==> config.mk <==
export PLATFORM = sky130hd
export DESIGN_NAME = vga_timing_ctl_flat
export DESIGN_NICKNAME = d
export VERILOG_FILES = /design/src/rtl/vga_pkg.sv /design/src/rtl/vga_if_tim.sv /design/src/rtl/vga_tim_cnt.sv /design/src/rtl/vga_timing_ctl.sv /design/src/flat_wrapper.sv
export SDC_FILE = /design/constraint.sdc
export NUM_CORES = 1
export LEC_CHECK = 0
export ABC_CLOCK_PERIOD_IN_PS = 5200
export CORE_UTILIZATION = 55
export CTS_BUF_LIST = sky130_fd_sc_hd__clkbuf_16
export DETAILED_ROUTE_END_ITERATION = 8
export GPL_ROUTABILITY_DRIVEN = 0
export PLACE_DENSITY = 0.84
export SYNTH_ARGS = -nofsm -noshare
export SYNTH_HDL_FRONTEND = slang
export SYNTH_SLANG_ARGS = --single-unit
==> constraint.sdc <==
create_clock -name clk -period 5.2 [get_ports clk]
set_input_delay 1.04 -clock clk [delete_from_list [all_inputs] [get_ports clk]]
set_output_delay 1.04 -clock clk [all_outputs]
set_load 0.03 [all_outputs]
==> src/rtl/vga_pkg.sv <==
// =============================================================================
// Package     : vga_pkg
// Description : 800x600@60 timing constants and controller state type.
// Revision    : 1.0 - initial release
// =============================================================================
`default_nettype none

package vga_pkg;

  localparam int unsigned C_CNT_W       = 11;
  localparam int unsigned C_FRAME_CNT_W = 16;

  localparam int unsigned C_H_VISIBLE = 800;
  localparam int unsigned C_H_FRONT   = 40;
  localparam int unsigned C_H_SYNC    = 128;
  localparam int unsigned C_H_BACK    = 88;
  localparam int unsigned C_H_TOTAL   = C_H_VISIBLE + C_H_FRONT + C_H_SYNC + C_H_BACK;

  localparam int unsigned C_V_VISIBLE = 600;
  localparam int unsigned C_V_FRONT   = 1;
  localparam int unsigned C_V_SYNC    = 4;
  localparam int unsigned C_V_BACK    = 23;
  localparam int unsigned C_V_TOTAL   = C_V_VISIBLE + C_V_FRONT + C_V_SYNC + C_V_BACK;

  // Sync pulse windows, inclusive on both ends.
  localparam int unsigned C_H_SYNC_FIRST = C_H_VISIBLE + C_H_FRONT;
  localparam int unsigned C_H_SYNC_LAST  = C_H_SYNC_FIRST + C_H_SYNC - 1;
  localparam int unsigned C_V_SYNC_FIRST = C_V_VISIBLE + C_V_FRONT;
  localparam int unsigned C_V_SYNC_LAST  = C_V_SYNC_FIRST + C_V_SYNC - 1;

  typedef enum logic [1:0] {
    ST_IDLE     = 2'd0,
    ST_RUN      = 2'd1,
    ST_STOPPING = 2'd2
  } vga_state_e;

  function automatic logic in_window(input int unsigned val,
                                     input int unsigned lo,
                                     input int unsigned hi);
    return (val >= lo) && (val <= hi);
  endfunction

endpackage

`default_nettype wire

==> src/rtl/vga_if_tim.sv <==
// =============================================================================
// Interface   : vga_if_tim
// Description : Raster position plus sync/blank bundle from the timing block.
// Revision    : 1.0 - initial release
// =============================================================================
`default_nettype none

interface vga_if_tim;
  import vga_pkg::*;

  logic [C_CNT_W-1:0] hcount;
  logic [C_CNT_W-1:0] vcount;
  logic               hsync;
  logic               vsync;
  logic               hblnk;
  logic               vblnk;

  modport out (output hcount, vcount, hsync, vsync, hblnk, vblnk);
  modport in  (input  hcount, vcount, hsync, vsync, hblnk, vblnk);

endinterface

`default_nettype wire

==> src/rtl/vga_tim_cnt.sv <==
// =============================================================================
// Module      : vga_tim_cnt
// Description : Modulo-TOTAL wrap counter shared by the H and V axes.
// Revision    : 1.0 - initial release
// =============================================================================
`default_nettype none

module vga_tim_cnt
  import vga_pkg::*;
#(
  parameter int unsigned TOTAL = C_H_TOTAL,
  parameter int unsigned WIDTH = C_CNT_W
) (
  input  logic             clk,
  input  logic             rst_n,
  input  logic             clr_i,
  input  logic             inc_i,
  output logic [WIDTH-1:0] count_o,
  output logic [WIDTH-1:0] count_next_o,
  output logic             wrap_o
);

  localparam logic [WIDTH-1:0] C_LAST = WIDTH'(TOTAL - 1);

  logic [WIDTH-1:0] count_q;
  logic [WIDTH-1:0] count_d;
  logic             at_last;

  assign at_last = (count_q == C_LAST);

  always_comb begin
    count_d = count_q;
    if (clr_i) begin
      count_d = '0;
    end else if (inc_i) begin
      count_d = at_last ? '0 : count_q + 1'b1;
    end
  end

  always_ff @(posedge clk) begin
    if (!rst_n) begin
      count_q <= '0;
    end else begin
      count_q <= count_d;
    end
  end

  assign count_o      = count_q;
  assign count_next_o = count_d;
  assign wrap_o       = inc_i && at_last && !clr_i;

endmodule

`default_nettype wire

==> src/rtl/vga_timing_ctl.sv <==
// =============================================================================
// Module      : vga_timing_ctl
// Description : 800x600@60 VGA timing generator with IDLE/RUN/STOPPING control.
//               Define VGA_TIM_FRAMECNT_EN to add the frame_cnt output.
// Revision    : 1.0 - initial release
// =============================================================================
`default_nettype none

module vga_timing_ctl
  import vga_pkg::*;
(
  input  logic                     clk,
  input  logic                     rst_n,
  input  logic                     en,
  vga_if_tim.out                   tim,
  output logic                     busy,
  output logic                     frame_start
`ifdef VGA_TIM_FRAMECNT_EN
  ,
  output logic [C_FRAME_CNT_W-1:0] frame_cnt
`endif
);

  vga_state_e         state_q, state_d;
  logic               frame_start_q, frame_start_d;
  logic               hsync_q, hsync_d;
  logic               vsync_q, vsync_d;
  logic               hblnk_q, hblnk_d;
  logic               vblnk_q, vblnk_d;

  logic               cnt_run;
  logic               cnt_clr;
  logic [C_CNT_W-1:0] h_count, h_count_nxt;
  logic [C_CNT_W-1:0] v_count, v_count_nxt;
  logic               h_wrap;
  logic               v_wrap;

  assign cnt_run = (state_q != ST_IDLE);
  assign cnt_clr = (state_q == ST_IDLE);

  vga_tim_cnt #(
    .TOTAL (C_H_TOTAL),
    .WIDTH (C_CNT_W)
  ) u_hcnt (
    .clk          (clk),
    .rst_n        (rst_n),
    .clr_i        (cnt_clr),
    .inc_i        (cnt_run),
    .count_o      (h_count),
    .count_next_o (h_count_nxt),
    .wrap_o       (h_wrap)
  );

  // v_wrap therefore marks the last pixel of a running frame.
  vga_tim_cnt #(
    .TOTAL (C_V_TOTAL),
    .WIDTH (C_CNT_W)
  ) u_vcnt (
    .clk          (clk),
    .rst_n        (rst_n),
    .clr_i        (cnt_clr),
    .inc_i        (h_wrap),
    .count_o      (v_count),
    .count_next_o (v_count_nxt),
    .wrap_o       (v_wrap)
  );

  always_comb begin
    state_d       = state_q;
    frame_start_d = 1'b0;
    unique case (state_q)
      ST_IDLE: begin
        if (en) begin
          state_d       = ST_RUN;
          frame_start_d = 1'b1;
        end
      end
      ST_RUN: begin
        frame_start_d = v_wrap;
        if (!en) begin
          state_d = ST_STOPPING;
        end
      end
      ST_STOPPING: begin
        if (en) begin
          state_d       = ST_RUN;
          frame_start_d = v_wrap;
        end else if (v_wrap) begin
          state_d = ST_IDLE;
        end
      end
      default: begin
        state_d = ST_IDLE;
      end
    endcase
  end

  // Decode from next-cycle counts so registered sync/blank line up with hcount/vcount.
  always_comb begin
    hblnk_d = 1'b1;
    vblnk_d = 1'b1;
    hsync_d = 1'b0;
    vsync_d = 1'b0;
    if (state_d != ST_IDLE) begin
      hblnk_d = (32'(h_count_nxt) >= C_H_VISIBLE);
      vblnk_d = (32'(v_count_nxt) >= C_V_VISIBLE);
      hsync_d = in_window(32'(h_count_nxt), C_H_SYNC_FIRST, C_H_SYNC_LAST);
      vsync_d = in_window(32'(v_count_nxt), C_V_SYNC_FIRST, C_V_SYNC_LAST);
    end
  end

  always_ff @(posedge clk) begin
    if (!rst_n) begin
      state_q       <= ST_IDLE;
      frame_start_q <= 1'b0;
      hsync_q       <= 1'b0;
      vsync_q       <= 1'b0;
      hblnk_q       <= 1'b1;
      vblnk_q       <= 1'b1;
    end else begin
      state_q       <= state_d;
      frame_start_q <= frame_start_d;
      hsync_q       <= hsync_d;
      vsync_q       <= vsync_d;
      hblnk_q       <= hblnk_d;
      vblnk_q       <= vblnk_d;
    end
  end

`ifdef VGA_TIM_FRAMECNT_EN
  logic [C_FRAME_CNT_W-1:0] frame_cnt_q, frame_cnt_d;

  assign frame_cnt_d = v_wrap ? frame_cnt_q + 1'b1 : frame_cnt_q;

  always_ff @(posedge clk) begin
    if (!rst_n) begin
      frame_cnt_q <= '0;
    end else begin
      frame_cnt_q <= frame_cnt_d;
    end
  end

  assign frame_cnt = frame_cnt_q;
`endif

  assign tim.hcount  = h_count;
  assign tim.vcount  = v_count;
  assign tim.hsync   = hsync_q;
  assign tim.vsync   = vsync_q;
  assign tim.hblnk   = hblnk_q;
  assign tim.vblnk   = vblnk_q;
  assign busy        = (state_q != ST_IDLE);
  assign frame_start = frame_start_q;

endmodule

`default_nettype wire

==> src/flat_wrapper.sv <==
// flat-port wrapper written by rule: the top's interface ports become plain ports
module vga_timing_ctl_flat import vga_pkg::*;
  (clk, rst_n, en, busy, frame_start, tim_hcount, tim_vcount, tim_hsync, tim_vsync, tim_hblnk, tim_vblnk);
  vga_if_tim tim_i ();
  input  logic clk;
  input  logic rst_n;
  input  logic en;
  output logic busy;
  output logic frame_start;
  output wire logic [$bits(tim_i.hcount)-1:0] tim_hcount;
  output wire logic [$bits(tim_i.vcount)-1:0] tim_vcount;
  output wire logic [$bits(tim_i.hsync)-1:0] tim_hsync;
  output wire logic [$bits(tim_i.vsync)-1:0] tim_vsync;
  output wire logic [$bits(tim_i.hblnk)-1:0] tim_hblnk;
  output wire logic [$bits(tim_i.vblnk)-1:0] tim_vblnk;
  assign tim_hcount = tim_i.hcount;
  assign tim_vcount = tim_i.vcount;
  assign tim_hsync = tim_i.hsync;
  assign tim_vsync = tim_i.vsync;
  assign tim_hblnk = tim_i.hblnk;
  assign tim_vblnk = tim_i.vblnk;
  vga_timing_ctl u_core (.clk(clk), .rst_n(rst_n), .en(en), .tim(tim_i), .busy(busy), .frame_start(frame_start));
endmodule
==> results.md, run 1 <==
- Number of clock sinks: 29
- Half-perimeter wire length of the detailed placement result: between 2000 and 3000 µm
- Global-route usage over all layers: 0.269
- Cell types with the largest area share after synthesis: sky130_fd_sc_hd__dfxtp_1 36%, sky130_fd_sc_hd__nor2_1 5.4%, sky130_fd_sc_hd__nand2_1 4.5%
- Max-capacitance violation count: 0
- Final period util: 0.592
- Maximum clock insertion buffer count: 2
- Register area: 581 µm²
- Clock root cell: sky130_fd_sc_hd__clkbuf_16
- Count of routing violations after the opening detailed-route iteration: 78
- Fin Setup TNS: 0 ns
- Setup repair after global routing missed its margin: false
- Path type of the worst setup path: flip-flop to output pin
- Synth-to-Final Area Change: 26.4%
- Part of the total power dissipated in combinational logic: 0.053
- Endpoints failing hold: 0
- Wire length per cell after detailed routing: 15.3 µm
- Areal power density over the cells: 256 mW/mm²
- Number of buffers inserted during clock tree synthesis: 5
- Count of buffers from port buffering: 30
- Final core utilization: 0.730
- Fill cell instance count of the final layout: 199
- Crit path time final: approximately 3.1 ns
- Synthesis warning total: 0
- Crit path buf inv count: 2
- Sequential element share of the synthesized area: 0.365
- Max transition margin: 0.610
- Area share of the largest cell type after synthesis: 0.365
- Number of hold buffers added after cts: 0
- Reg2reg end: u_core.tim.vsync
- Final std cells w/o fill: 257
- Slowest cell on crit path: sky130_fd_sc_hd__clkdlybuf4s50_1
- Vias in the first global route: 1438
- Vias post-DR: 1539
- Unique cell type count in the Yosys netlist: 43
- Hold Path Sink: u_core.u_hcnt.count_o[0]
- Final std cell area, no fill: a little over 0.002 mm²
- Clk pin slew, worst setup/hold paths: about 0.050 ns
- Startpoint Class: flip-flop
- Post-CTS Setup Repair Bufs: 0
- Fraction of registers with async set/reset: 0
- First-pass GRT wire length: 6370 µm
- Detailed-route vias per instance: 5.99
- CP Data Required Time: about 4.2 ns
- Static leakage: about 0.68 nW
- Site row count: 19
- Count of mapped cells out of synthesis: a little under 200
- Total instance count after detailed placement: 250
- Layout cell share with drive strength beyond 1: 0.0664
- R2R cell count: 8
- Yosys reg bits: 29
- Total inserted antenna cells: 0
- Post-cts gate resize count: 0
- R2R setup slack: 2.51 ns
- Cell area after technology mapping: 0.00159 mm²
- Highest net fanout along the worst path: 9
- Overflow left after global routing: 0
- Later-pin clock latency in the skew report: approximately 0.27 ns
- Largest clock skew in the final design: ~0.0034 ns
- Achievable Freq: around 320 MHz
- Most used standard cell by instance count after synthesis: sky130_fd_sc_hd__dfxtp_1
- Cell breakdown of the critical path: nor2_1 > inv_1 > clkdlybuf4s50_1
- Hold path cells: 1
- Worst min-delay path category: flip-flop to flip-flop
- Startpoint of the most critical hold path: u_core.u_hcnt.count_o[0]
- Transition time of the tightest slew-check pin: ~0.58 ns
- Worst supply voltage drop on vdd: about 0.00034 V
- DRC violations left: 0
- Slack of the critical path: ~2.1 ns
- Effective utilization at floorplan: 0.577
- Launch point of the worst path: u_core.state_q[0]
- Remaining number of nets flagged by the antenna check after routing: 0
- Footprint of the multi-input gates: 933 µm²
- CP arrival: 2.04 ns
- Setup-violating endpoint count in the final report: 0
- Status: finished clean
- Worst slack on hold paths: 0.467 ns
- Area of the core region: 0.00276 mm²
- Number of levels in the clock H-tree: 2
- Antenna violations before repair: 0
- Slowest Stage Delay on Critical Path: ~0.66 ns
- Internal power: 0.406 mW
- FF-to-FF Start: u_core.u_hcnt.count_o[0]
- Detailed-router iteration count before antenna repair: 4
- Power share of the clock group: 0.503
- Placed cell areas: 0.00188 mm²
- Commonest cells post-synth: 29 x sky130_fd_sc_hd__dfxtp_1, 23 x sky130_fd_sc_hd__nor2_1, 19 x sky130_fd_sc_hd__nand2_1
- Post-synth EDFFs: 0
- Crit end category: output pin
- Cell class contributing the biggest share of worst-path delay: buffers and inverters
- Library cell with the largest summed area after synthesis: sky130_fd_sc_hd__dfxtp_1
- Final Power: 0.515 mW
- Floorplan die area: 0.00311 mm²
- Switching Power: 0.109 mW
- Final net count: roughly 230
- Die Y-Extent: 55.8 µm
- Syn_area_per_cell: 8.08 µm²
- I/O pins: 31
- Prevailing post-synth register cell: sky130_fd_sc_hd__dfxtp_1
- Synthesized Nets: 202
- Final-report max-slew violation count: 0
- Placement-stage worst setup slack: between 2 and 2.5 ns
- Total wire length after detailed routing: 3940 µm
- CTS tree: yes
- Switching share of power: 0.212
- Floorplan die width: between 50 and 60 µm
- Part of the total power dissipated in sequential elements: 0.443
- Largest net degree at the start of global routing: 12
==> layer usage <==
metal | wire length (µm) | vias up | GRT usage
met3 | 283 | 11 | 0.0721
met5 | 0 | - | 0
met2 | 1950 | 69 | 0.429
met4 | 89 | 0 | 0.164
met1 | 1620 | 699 | 0.321
li1 | - | 760 | -
==> worst register-to-register path, delay by kind of cell (launching register included) <==
family,cells,cell delay [ns]
adder cells (fa/ha/maj),1,0.23
AO/OA/AOI/OAI,3,0.70
flip-flops,1,0.36
AND/OR/NAND/NOR,4,1.32
==> power by group through the flow <==
stage,sequential (mW),clock [mW],combinational (mW)
2_1_floorplan,0.236,0,0.0109
3_3_place_gp,0.232,0,0.0262
3_5_place_dp,0.232,0,0.0271
4_1_cts,0.228,0.264,0.0273
5_1_grt,0.228,0.271,0.0293
6_report,0.228,0.259,0.0274
==> state kept, by name (all words and copies together), names as in the netlist <==
name,flops
u_core.tim.vblnk,1
u_core.u_hcnt.count_o,11
u_core.frame_start,1
u_core.u_vcnt.count_o,11
u_core.tim.vsync,1
u_core.state_q,2
u_core.tim.hsync,1
u_core.tim.hblnk,1
==> cell usage in the layout, fill, tap and decap left out, types with 2 or more instances in the layout <==
master / instances
sky130_fd_sc_hd__clkdlybuf4s50_1: 30
sky130_fd_sc_hd__o211ai_1: 2
sky130_fd_sc_hd__or3_1: 5
sky130_fd_sc_hd__and2_1: 4
sky130_fd_sc_hd__nor3_1: 7
sky130_fd_sc_hd__nand3_1: 13
sky130_fd_sc_hd__xor2_1: 7
sky130_fd_sc_hd__a22oi_1: 2
sky130_fd_sc_hd__and3_1: 10
sky130_fd_sc_hd__o21a_1: 2
sky130_fd_sc_hd__nand3_2: 2
sky130_fd_sc_hd__clkbuf_16: 5
sky130_fd_sc_hd__nor3b_2: 2
sky130_fd_sc_hd__xnor2_1: 7
sky130_fd_sc_hd__nand4_1: 2
sky130_fd_sc_hd__nor2_1: 23
sky130_fd_sc_hd__o21ai_0: 8
sky130_fd_sc_hd__nor4_1: 3
sky130_fd_sc_hd__a21oi_1: 14
sky130_fd_sc_hd__dfxtp_1: 29
sky130_fd_sc_hd__nand2_1: 19
sky130_fd_sc_hd__inv_1: 8
sky130_fd_sc_hd__ha_1: 2
==> cell type report <==
cell class              instances  share of cell area
repair buffers                 30               0.149
clock buffers                   5              0.0622
multi-input cells             153               0.464
flip-flops and latches         29               0.289
clock inverters                 2             0.00373
well taps                      31              0.0193
inverters                       7              0.0131
==> cells by family after synthesis <==
family | synth area share
compound gates | 0.162
simple gates | 0.325
xor+xnor | 0.0770
flops | 0.365
mux | 0.00707
fa+ha+maj | 0.0157
buf+inv | 0.0487
==> how the worst max path moves through the flow <==
stage / endpoint / slack (ns) / cells past startpoint
2_1_floorplan: u_core.tim.vblnk / 2.76 / 8
3_3_place_gp: busy / 2.51 / 3
3_5_place_dp: busy / 2.48 / 3
4_1_cts: busy / 2.18 / 3
5_1_grt: busy / 2.01 / 3
6_report: busy / 2.12 / 3
Note: power is estimated with default switching activity, not from simulation.
==> run 2, diff against run 1 <==
Settings changed: ABC_CLOCK_PERIOD_IN_PS 5200 to 2600, CORE_UTILIZATION 55 to 46, PLACE_DENSITY 0.84 to 0.75.
Clock period 5.2 ns to 2.6 ns, I/O delays scaled along.
==> results.md, run 2 (synthesis results as in run 1) <==
- Highest-count cells in the layout ignoring fill and taps: 30 x sky130_fd_sc_hd__clkdlybuf4s50_1, 29 x sky130_fd_sc_hd__dfxtp_1, 23 x sky130_fd_sc_hd__nor2_1, 19 x sky130_fd_sc_hd__nand2_1, 14 x sky130_fd_sc_hd__a21oi_1
- Static leakage: 0.722 nW (+6.5%)
- Fin Setup TNS: 0 ns (unchanged)
- Half-perimeter wire length of the detailed placement result: 2890 µm (+1.6%)
- Final period util: 0.932
- Status: finished clean
- Remaining number of nets flagged by the antenna check after routing: 0 (unchanged)
- Final core utilization: 0.659 (-0.0701)
- DRC violations left: 0 (unchanged)
- Setup repair after global routing missed its margin: true
- Part of the total power dissipated in combinational logic: 0.060 (+0.007)
- Number of levels in the clock H-tree: 2 (unchanged)
- R2R cell count: 9 (+1)
- Total inserted antenna cells: 0 (unchanged)
- Clk pin slew, worst setup/hold paths: 0.04 ns (about the same)
- CP Data Required Time: 2.80 ns (-1.36 ns)
- Switching share of power: 0.209 (-0.00317)
- Site row count: 20 (+1)
- Crit path time final: 2.42 ns
- Number of hold buffers added after cts: 0 (unchanged)
- Max transition margin: 0.684 (+0.0742)
- Power share of the clock group: 0.498 (-0.005)
- Final net count: 239 (+3.5%)
- Vias post-DR: 1535 (-0.26%)
- Clock root cell: sky130_fd_sc_hd__clkbuf_16
- Startpoint Class: flip-flop
- Areal power density over the cells: 492 mW/mm² (+92%)
- Post-CTS Setup Repair Bufs: 0 (unchanged)
- Number of clock sinks: 29 (unchanged)
- Highest net fanout along the worst path: 10 (+1)
- Largest clock skew in the final design: 0.00208 ns (-0.00133 ns)
- Synth-to-Final Area Change: 31.7%
- Part of the total power dissipated in sequential elements: 0.443 (about the same)
- Area of the core region: 0.00318 mm² (+15%)
- CTS tree: yes
- Count of routing violations after the opening detailed-route iteration: 58 (-26%)
- Global-route usage over all layers: 0.235 (-0.0338)
- Final-report max-slew violation count: 0 (unchanged)
- Total wire length after detailed routing: 3830 µm (-2.9%)
- Transition time of the tightest slew-check pin: 0.472 ns (-0.111 ns)
- Internal power: 0.815 mW (+100%)
- Later-pin clock latency in the skew report: 0.27 ns (about the same)
- Detailed-router iteration count before antenna repair: 4 (unchanged)
- Effective utilization at floorplan: 0.501 (-0.0763)
- Endpoints failing hold: 0 (unchanged)
- Floorplan die width: 60.8 µm (+9.0%)
- Worst min-delay path category: flip-flop to flip-flop
- Achievable Freq: 413 MHz
- Max-capacitance violation count: 0 (unchanged)
- Floorplan die area: 0.00370 mm² (+19%)
- Number of buffers inserted during clock tree synthesis: 5 (unchanged)
- Hold path cells: 1 (unchanged)
- Die Y-Extent: 60.8 µm (+9.0%)
- Setup-violating endpoint count in the final report: 0 (unchanged)
- Antenna violations before repair: 0 (unchanged)
- Layout cell share with drive strength beyond 1: 0.111 (+0.0447)
- Vias in the first global route: 1344 (-6.5%)
- CP arrival: 2.62 ns (+0.58 ns)
- Wire length per cell after detailed routing: 13.8 µm (-10%)
- Count of buffers from port buffering: 30 (unchanged)
- Detailed-route vias per instance: 5.52 (-7.8%)
- Path type of the worst setup path: flip-flop to flip-flop
- Crit end category: flip-flop
- Fill cell instance count of the final layout: 299 (+50%)
- Maximum clock insertion buffer count: 2 (unchanged)
- Worst supply voltage drop on vdd: 0.000466 V (+37%)
- I/O pins: 31 (unchanged)
- First-pass GRT wire length: 6110 µm (-4.1%)
- Largest net degree at the start of global routing: 11 (-1)
- Overflow left after global routing: 0 (unchanged)
- Switching Power: 0.215 mW (+97%)
- Commonest non-fill, non-tap cell in the layout: sky130_fd_sc_hd__clkdlybuf4s50_1
-- run 2: layer usage --
metal  global-route usage  up-vias  part of all wire
met1                0.296      702              0.46
met4                0.130        0             0.020
met5                    0        -                 0
li1                     -      778                 -
met3               0.0661        7             0.048
met2                0.361       48              0.47
-- run 2: timing repair --
item / in CTS / in global routing
resized for setup: 0 / 3
setup endpoints to repair: 0 / 2
hold endpoints to repair: 0 / 0
-- run 2: stage by stage --
| step | power [mW] | hold slack [ns] | std cells | instance area [µm²] | setup slack, ns |
|---|---|---|---|---|---|
| 2_1_floorplan | 0.494 | 0.482 | 197 | 1590 | 0.158 |
| 3_3_place_gp | 0.524 | 0.443 | 271 | 1960 | 0.251 |
| 3_5_place_dp | 0.525 | 0.454 | 271 | 1960 | 0.136 |
| 4_1_cts | 1.04 | 0.464 | 278 | 2090 | 0.122 |
| 5_1_grt | 1.06 | 0.483 | 278 | 2100 | 0.00726 |
| 6_report | 1.03 | 0.459 | 278 | 2100 | 0.176 |
-- run 2: cell type report --
class / count / area, µm² / area share
inverter: 7 / 26.3 / 0.0125
clock inverter: 2 / 7.51 / 0.00358
sequential: 29 / 581 / 0.277
clock buffer: 5 / 125 / 0.0597
multi-input combinational: 153 / 941 / 0.449
tap: 44 / 55.1 / 0.0263
timing repair buffer: 38 / 360 / 0.172
-- run 2: worst max-delay path: stages, from the launching register on --
cell and delay, ns:
sky130_fd_sc_hd__dfxtp_1 0.37, sky130_fd_sc_hd__ha_1 0.24, sky130_fd_sc_hd__and4_2 0.35, sky130_fd_sc_hd__nand3_2 0.13, sky130_fd_sc_hd__buf_4 0.19, sky130_fd_sc_hd__nor2_2 0.16
sky130_fd_sc_hd__a21oi_1 0.09, sky130_fd_sc_hd__a311oi_1 0.43, sky130_fd_sc_hd__xnor2_1 0.19, sky130_fd_sc_hd__nor3b_2 0.21
-- run 2: worst paths after layout --
kind	start	endpoint	slack (ns)
max reg2reg	u_core.u_hcnt.count_o[0]	u_core.tim.vsync	0.18
min	u_core.u_hcnt.count_o[0]	u_core.u_hcnt.count_o[0]	0.46
min reg2reg	u_core.u_hcnt.count_o[0]	u_core.u_hcnt.count_o[0]	0.46
max	u_core.u_hcnt.count_o[0]	u_core.tim.vsync	0.18
-- run 2: power by group through the flow --
stage,logic (mW),clock network (mW),registers (mW)
floorplan,0.0219,0,0.473
global placement,0.0599,0,0.464
detailed placement,0.0607,0,0.464
CTS,0.0611,0.522,0.456
global route,0.0652,0.543,0.456
finish,0.0613,0.513,0.456
